$ cat src/rtl/uart_echo_unit.sv
// 8N1 UART loopback: receiver, one-byte holding buffer and transmitter; counts accepted bytes.
// Define UART_ECHO_FRAME_CHECK_EN to discard frames whose stop bit samples low.
module uart_echo_unit #(
  parameter int unsigned clock_frequency = 12000000,
  parameter int unsigned baud_rate       = 9600
) (
  input  logic       clk,
  input  logic       rst_n,
  input  logic       rx,
  output logic       tx,
  output logic [7:0] byte_cnt
);

  localparam int unsigned BIT_CLKS = clock_frequency / baud_rate;
  localparam int CNT_W = (BIT_CLKS > 2) ? $clog2(BIT_CLKS) : 1;
  localparam logic [CNT_W-1:0] BIT_LAST  = CNT_W'(BIT_CLKS - 1);
  localparam logic [CNT_W-1:0] HALF_LAST = CNT_W'(BIT_CLKS / 2 - 1);

  typedef enum logic [1:0] {RX_IDLE, RX_START, RX_DATA, RX_STOP} rx_state_e;
  typedef enum logic [1:0] {TX_IDLE, TX_START, TX_DATA, TX_STOP} tx_state_e;

  logic             rx_meta_q, rx_sync_q, rx_prev_q;
  rx_state_e        rx_state_q;
  logic [CNT_W-1:0] rx_cnt_q;
  logic [2:0]       rx_bit_q;
  logic [7:0]       rx_shift_q;
  logic [7:0]       byte_cnt_q;

  logic [7:0]       buf_q;
  logic             buf_full_q;
  logic             buf_full_d;
  logic             buf_write_d;

  tx_state_e        tx_state_q;
  logic [CNT_W-1:0] tx_cnt_q;
  logic [2:0]       tx_bit_q;
  logic [7:0]       tx_shift_q;
  logic             tx_q;

  logic             rx_stop_ok;
  logic             rx_accept;
  logic             tx_load;

  always_ff @(posedge clk or negedge rst_n) begin
    if (!rst_n) begin
      rx_meta_q <= 1'b1;
      rx_sync_q <= 1'b1;
      rx_prev_q <= 1'b1;
    end else begin
      rx_meta_q <= rx;
      rx_sync_q <= rx_meta_q;
      rx_prev_q <= rx_sync_q;
    end
  end

`ifdef UART_ECHO_FRAME_CHECK_EN
  assign rx_stop_ok = rx_sync_q;
`else
  assign rx_stop_ok = 1'b1;
`endif

  assign rx_accept = (rx_state_q == RX_STOP) && (rx_cnt_q == '0) && rx_stop_ok;

  // Re-arming at mid-stop-bit lets a back-to-back start edge be caught; a line
  // still low after a bad stop bit produces no falling edge until it goes high.
  always_ff @(posedge clk or negedge rst_n) begin
    if (!rst_n) begin
      rx_state_q <= RX_IDLE;
      rx_cnt_q   <= '0;
      rx_bit_q   <= '0;
      rx_shift_q <= '0;
      byte_cnt_q <= '0;
    end else begin
      if (rx_accept) byte_cnt_q <= byte_cnt_q + 8'd1;
      case (rx_state_q)
        RX_IDLE: begin
          if (rx_prev_q && !rx_sync_q) begin
            rx_state_q <= RX_START;
            rx_cnt_q   <= HALF_LAST;
          end
        end
        RX_START: begin
          if (rx_cnt_q == '0) begin
            if (rx_sync_q) begin
              rx_state_q <= RX_IDLE;
            end else begin
              rx_state_q <= RX_DATA;
              rx_cnt_q   <= BIT_LAST;
              rx_bit_q   <= '0;
            end
          end else begin
            rx_cnt_q <= rx_cnt_q - CNT_W'(1);
          end
        end
        RX_DATA: begin
          if (rx_cnt_q == '0) begin
            rx_shift_q <= {rx_sync_q, rx_shift_q[7:1]};
            rx_cnt_q   <= BIT_LAST;
            if (rx_bit_q == 3'd7) rx_state_q <= RX_STOP;
            else                  rx_bit_q   <= rx_bit_q + 3'd1;
          end else begin
            rx_cnt_q <= rx_cnt_q - CNT_W'(1);
          end
        end
        RX_STOP: begin
          if (rx_cnt_q == '0) rx_state_q <= RX_IDLE;
          else                rx_cnt_q   <= rx_cnt_q - CNT_W'(1);
        end
        default: rx_state_q <= RX_IDLE;
      endcase
    end
  end

  assign tx_load = buf_full_q &&
                   ((tx_state_q == TX_IDLE) || ((tx_state_q == TX_STOP) && (tx_cnt_q == '0)));

  always_comb begin
    buf_write_d = rx_accept && (!buf_full_q || tx_load);
    buf_full_d  = buf_full_q;
    if (buf_write_d)  buf_full_d = 1'b1;
    else if (tx_load) buf_full_d = 1'b0;
  end

  always_ff @(posedge clk or negedge rst_n) begin
    if (!rst_n) begin
      buf_q      <= '0;
      buf_full_q <= 1'b0;
    end else begin
      buf_full_q <= buf_full_d;
      if (buf_write_d) buf_q <= rx_shift_q;
    end
  end

  // The next start bit is launched straight out of the stop bit so back-to-back
  // echoes keep exactly the incoming frame rate.
  always_ff @(posedge clk or negedge rst_n) begin
    if (!rst_n) begin
      tx_state_q <= TX_IDLE;
      tx_cnt_q   <= '0;
      tx_bit_q   <= '0;
      tx_shift_q <= '0;
      tx_q       <= 1'b1;
    end else begin
      case (tx_state_q)
        TX_IDLE: begin
          if (tx_load) begin
            tx_shift_q <= buf_q;
            tx_q       <= 1'b0;
            tx_cnt_q   <= BIT_LAST;
            tx_state_q <= TX_START;
          end
        end
        TX_START: begin
          if (tx_cnt_q == '0) begin
            tx_q       <= tx_shift_q[0];
            tx_shift_q <= {1'b0, tx_shift_q[7:1]};
            tx_bit_q   <= '0;
            tx_cnt_q   <= BIT_LAST;
            tx_state_q <= TX_DATA;
          end else begin
            tx_cnt_q <= tx_cnt_q - CNT_W'(1);
          end
        end
        TX_DATA: begin
          if (tx_cnt_q == '0) begin
            tx_cnt_q <= BIT_LAST;
            if (tx_bit_q == 3'd7) begin
              tx_q       <= 1'b1;
              tx_state_q <= TX_STOP;
            end else begin
              tx_q       <= tx_shift_q[0];
              tx_shift_q <= {1'b0, tx_shift_q[7:1]};
              tx_bit_q   <= tx_bit_q + 3'd1;
            end
          end else begin
            tx_cnt_q <= tx_cnt_q - CNT_W'(1);
          end
        end
        TX_STOP: begin
          if (tx_cnt_q == '0) begin
            if (tx_load) begin
              tx_shift_q <= buf_q;
              tx_q       <= 1'b0;
              tx_cnt_q   <= BIT_LAST;
              tx_state_q <= TX_START;
            end else begin
              tx_state_q <= TX_IDLE;
            end
          end else begin
            tx_cnt_q <= tx_cnt_q - CNT_W'(1);
          end
        end
        default: tx_state_q <= TX_IDLE;
      endcase
    end
  end

  assign tx       = tx_q;
  assign byte_cnt = byte_cnt_q;

endmodule

$ cat config.mk
export PLATFORM = sky130hd
export DESIGN_NAME = uart_echo_unit
export DESIGN_NICKNAME = d
export VERILOG_FILES = /design/src/rtl/uart_echo_unit.sv
export SDC_FILE = /design/constraint.sdc
export NUM_CORES = 1
export LEC_CHECK = 0
export ABC_AREA = 0
export BUFFER_PORTS_ARGS = -buffer_cell sky130_fd_sc_hd__buf_2
export CAP_MARGIN = 10
export CORE_UTILIZATION = 43
export CTS_BUF_LIST = sky130_fd_sc_hd__clkbuf_8
export DETAILED_ROUTE_END_ITERATION = 8
export GPL_TIMING_DRIVEN = 0
export PLACE_DENSITY = 0.61
export SLEW_MARGIN = 20
export SYNTH_ARGS = -nofsm -noshare
export SYNTH_HDL_FRONTEND = slang
export SYNTH_SLANG_ARGS = --single-unit
$ cat constraint.sdc
create_clock -name clk -period 6.3 [get_ports clk]
set_input_delay 0.945 -clock clk [delete_from_list [all_inputs] [get_ports clk]]
set_output_delay 0.945 -clock clk [all_outputs]
set_load 0.01 [all_outputs]
# Yosys cells after proc, flatten, opt, wreduce, memory -nomap -nowiden
# Cells that the tools add are included.
dict set report totals {
  register_bits 69
  input_bits 3
  output_inout_bits 9
}
dict set report op_classes {
  n_eq_ne 23
  n_addsub 5
  reduce_logical 25
  muxes 47
}
# operator n
set ops {}
lappend ops {{2-to-1 mux 11 bit} 8}
lappend ops {{case mux 11 bit (4 select lines)} 1}
lappend ops {{2-to-1 mux 8 bit} 5}
lappend ops {{case mux 11 bit (3 select lines)} 1}
lappend ops {{case mux 8 bit (4 select lines)} 1}
lappend ops {{!= test 2 bit (second input constant)} 12}
lappend ops {{zero test 11 bit} 2}
lappend ops {{2-to-1 mux 2 bit} 11}
lappend ops {{subtractor 11 x 1 -> 11 bit (second input constant)} 2}
lappend ops {{2-to-1 mux 3 bit} 7}
lappend ops {{case mux 2 bit (4 select lines)} 2}
lappend ops {{AND reduction 5 bit} 3}
lappend ops {{case mux 3 bit (2 select lines)} 2}
lappend ops {{adder 8 x 1 -> 8 bit (second input constant)} 1}
lappend ops {{equality test 2 bit (second input constant)} 4}
lappend ops {{2-to-1 mux 1 bit} 8}
lappend ops {{AND reduction 4 bit} 2}
lappend ops {{adder 3 x 1 -> 3 bit (second input constant)} 2}
lappend ops {{equality test 3 bit (second input constant)} 2}
lappend ops {{AND reduction 3 bit} 2}
lappend ops {{nonzero test 2 bit} 3}
lappend ops {{logical AND 1 bit} 5}
lappend ops {{equality test 2 x 1 -> 1 bit (second input constant)} 2}
lappend ops {{zero test 2 bit} 2}
lappend ops {{other kinds (7)} 10}

# Depth between registers and ports, before layout
dict set report depth {
  depth_word 7
  depth_mapped 8
  ltp_nobuf 7
}

# Least setup slack after synthesis
# OpenSTA, ideal clock, no wires.
dict set report synth_path {
  kind {register -> register}
  startpoint {register tx_cnt_q[0]}
  endpoint {register buf_q[0]}
  arrival_ns 2.337
  setup_time_ns 0.125
  required_time_ns 6.175
  path_stages_with_launch 8
  setup_slack_ns 3.839
  cell_sequence {dfrtp_1 -> inv_1 -> ha_1 -> or4b_2 -> nor3_1 -> nand2_1 -> a31oi_4 -> mux2_2}
}
dict set report synth_via {
  elab_chain_len 6
}
# element line_no
set synth_rtl {}
lappend synth_rtl {{start, declared} 35} ;# logic [CNT_W-1:0] tx_cnt_q;
lappend synth_rtl {{start signal, assigned} 161} ;# tx_cnt_q <= tx_cnt_q - CNT_W'(1);
lappend synth_rtl {{start signal, assigned} 176} ;# tx_cnt_q <= tx_cnt_q - CNT_W'(1);
lappend synth_rtl {{start signal, assigned} 190} ;# tx_cnt_q <= tx_cnt_q - CNT_W'(1);
lappend synth_rtl {{zero test 11 bit} 115} ;# ((tx_state_q == TX_IDLE) || ((tx_state_q == TX_STOP) && (tx_cnt_q == '0)));
lappend synth_rtl {{logical AND 1 bit} 115}
lappend synth_rtl {{logical OR 1 bit} 115}
lappend synth_rtl {{logical AND 1 bit} 114} ;# assign tx_load = buf_full_q &&
lappend synth_rtl {{logical OR 1 bit} 118} ;# buf_write_d = rx_accept && (!buf_full_q || tx_load);
lappend synth_rtl {{logical AND 1 bit} 118}
lappend synth_rtl {{end signal, assigned} 130} ;# if (buf_write_d) buf_q <= rx_shift_q;
lappend synth_rtl {{end, declared} 29} ;# logic [7:0] buf_q;
# No other way between the ends.
# A chain may end at the register's enable or synchronous reset.

# Final worst setup path
# Ends and elaborated chain as after synthesis.

==> reports/results.ini <==
[run_status]
status = completed

[drt]
drt-initial-drc-count = 114
drc_errors = 0
antenna_left = 0
drtPass1Iterations = 4
routedWlPerCell_um = 14.8
top_layer = met4
wl_um = 7200
wl_met2_um = 3280
vias_per_cell = 5.68
vias = 2766
wl_met3_um = 253
wl_met1_um = 3610

[clocking]
path_clk_slew_ns = 0.07
root_buffer = clkbuf_8
cts_setup_buffers = 0
cts.sinks = 69
clock_latency_ns = 0.35
clockBufferDepth = 2
cts_buffers = 9
cts_resized = 0
cts_tree = done
h-tree-depth = 3
holdBufCountCts = 0

[synthesis]
syn_inst = 354
ys_seq_elements = 69
yosysTopAreaCell = dfrtp_1
async_flop_share = 1.00
synthTopCellsByArea = dfrtp_1 (44%), ha_1 (6.1%), mux2_2 (5.5%)
synth-edff-count = 0
synth_warnings = 0
synth_top_area_frac = 0.443
synth_nets = 375
syn_area_per_cell_um2 = 10.4
synth_area_mm2 = 0.00367
ys_seq_area_frac = 0.472
synthFlopType = dfrtp_1
yosysUniqueCellTypes = 59

[floorplanning]
core.rowCount = 33
ios = 12
fp.coreArea_mm2 = 0.00826
dieArea_mm2 = 0.00891
die_width_um = 94.4
start_util = 0.445
die_h_um = 94.4

[place]
place_hpwl_um = 5070
dp_worst_setup_slack_ns = 3.54
port-buffer-count = 11
gp_congestion = 0.810

[sta]
finalCritPeriodShare = 0.443
finClkSkew_ns = 0.0147
layout_min_cycle_time_ns = 2.79
finalHoldViolCount = 0
max_freq_mhz = 359
setup_ws_ns = 3.51
relSlewSlack = 0.448
setup_viol = 0
rsz0062_at_grt = false
tightest_slew_ns = 0.822
holdWs_ns = 0.357
slew_viol_final = 0
tns_ns = 0

[min_path]
hp-class = flop to flop

[layout]
fin_nets = 398
drive_above_1_share = 0.170
diodes = 0
synthToLayoutAreaGrowth_pct = 12.3
n_fill_cell = 767

[critical_path]
crit_arrival_ns = 3.01
cp-start-kind = flop
endpoint_kind = flop
crit_fanout = 8
worstPathRequired_ns = 6.53
worstSetupPathType = flop to flop

[run]
maxCapViolCount = 0

[grt]
grt_max_degree = 37
grt_pass1_vias = 2671
track_usage = 0.179
grt_overflow = 0
antenna_found_initial = 0
grt_pass1_wl_um = 12400

[power]
totalPowerFinal_w = 0.00189
peakVddDrop_mv = 0.144
power_density_mw_per_mm2 = 458
power_leakage_nw = 1.91

[area by class of cell]
class                           count  area [µm²]  area share
Tap cell                          105         131      0.0319
Clock inverter                      3        65.1      0.0158
Multi-Input combinational cell    259        1840       0.445
Inverter                           17        63.8      0.0155
Clock buffer                       13         179      0.0434
Timing Repair Buffer               12        77.6      0.0188
Sequential cell                    69        1730       0.420
Buffer                              9        40.0     0.00971
[synthesized netlist by cell type, drive strengths merged (2+ instances only)]
cell and count:
nor3b 2, a22o 5, xnor2 7, or4b 2
nor2 20, o31ai 5, o22a 2, dfrtp 65
nand2b 2, mux2 18, and3 4, and2 2
nor3 14, or3 5, nand2 29, a22oi 18
a32o 2, o21a 2, a21boi 2, a21o 6
o21bai 2, a211oi 2, dfstp 4, nor4b 2
clkbuf 6, buf 3, or4 5, nand3 10
inv 17, nor4 5, a31oi 4, a21oi 16
o21ai 27, ha 18, mux2i 2, xor2 3
o22ai 3
[metal layers]
metal  vias up  GRT usage
met3         7     0.0314
met5         -          0
met1      1353      0.253
met2        46      0.269
met4         0     0.0756
li1       1360          -
[worst max-delay path: stages (launching register included)]
cell     delay, ns
dfrtp_1       0.41
inv_1         0.11
ha_1          0.27
or4b_2        0.66
nor3_1        0.30
nand2_1       0.18
a31oi_4       0.37
mux2_2        0.38
[stage by stage]
step,cells,area (µm²),util
6_report,487,4120,0.499
5_1_grt,487,4120,0.499
4_1_cts,487,4120,0.499
3_5_place_dp,471,3880,0.470
3_3_place_gp,470,3860,0.467
2_1_floorplan,354,3670,-
[registers in the layout (all words and copies together), names as in the netlist, named ones only]
register / count
tx_bit_q: 3
rx_shift_q: 8
rx_meta_q: 1
tx_shift_q: 8
rx_sync_q: 1
buf_full_q: 1
rx_prev_q: 1
byte_cnt: 8
rx_bit_q: 3
tx_cnt_q: 11
rx_cnt_q: 11
tx: 1
tx_state_q: 2
buf_q: 8
rx_state_q: 1
[cells in the final DEF (no fill, tap or decap), types with 3 or more instances in the layout]
master,instances
and3_1,4
o22ai_1,3
clkbuf_1,6
a21oi_1,16
ha_1,18
nor3_1,14
mux2_2,18
nand2_1,28
o21ai_0,26
a21o_1,6
dfrtp_1,65
nor4_1,4
dfstp_2,4
buf_2,12
xor2_1,3
nand3_1,9
clkbuf_8,13
or3_1,5
or4_1,3
a22o_1,5
a31oi_1,3
inv_1,17
nor2_1,20
o31ai_1,5
a22oi_1,18
xnor2_1,7
[worst paths after layout]
check / startpoint / to / slack [ns] / cells after the start
hold / removal: rx_meta_q / rx_sync_q / 0.36 / 0
hold reg to reg: rx_meta_q / rx_sync_q / 0.36 / 0
min in group asynchronous: rst_n / tx_cnt_q[1] / 0.54 / 1
setup / recovery: tx_cnt_q[0] / buf_q[0] / 3.51 / 7
max in group asynchronous: rst_n / rx_prev_q / 5.15 / 2
setup reg to reg: tx_cnt_q[0] / buf_q[0] / 3.51 / 7
[kinds of logic after synthesis]
family / after synthesis / share of synthesized area
buf+inv: 26 / 0.0283
simple gates: 105 / 0.153
flops: 69 / 0.472
xor+xnor: 10 / 0.0239
mux: 20 / 0.0607
compound gates: 106 / 0.201
fa+ha+maj: 18 / 0.0614
[report_power, final]
part	total (W)	switching (W)	internal, W
Sequential	0.000625	0.0000945	0.000530
Clock	0.000426	0.000160	0.000266
Combinational	0.000840	0.000518	0.000321
Total	0.00189	0.000773	0.00112
Note: power is estimated with default switching activity, not from simulation.
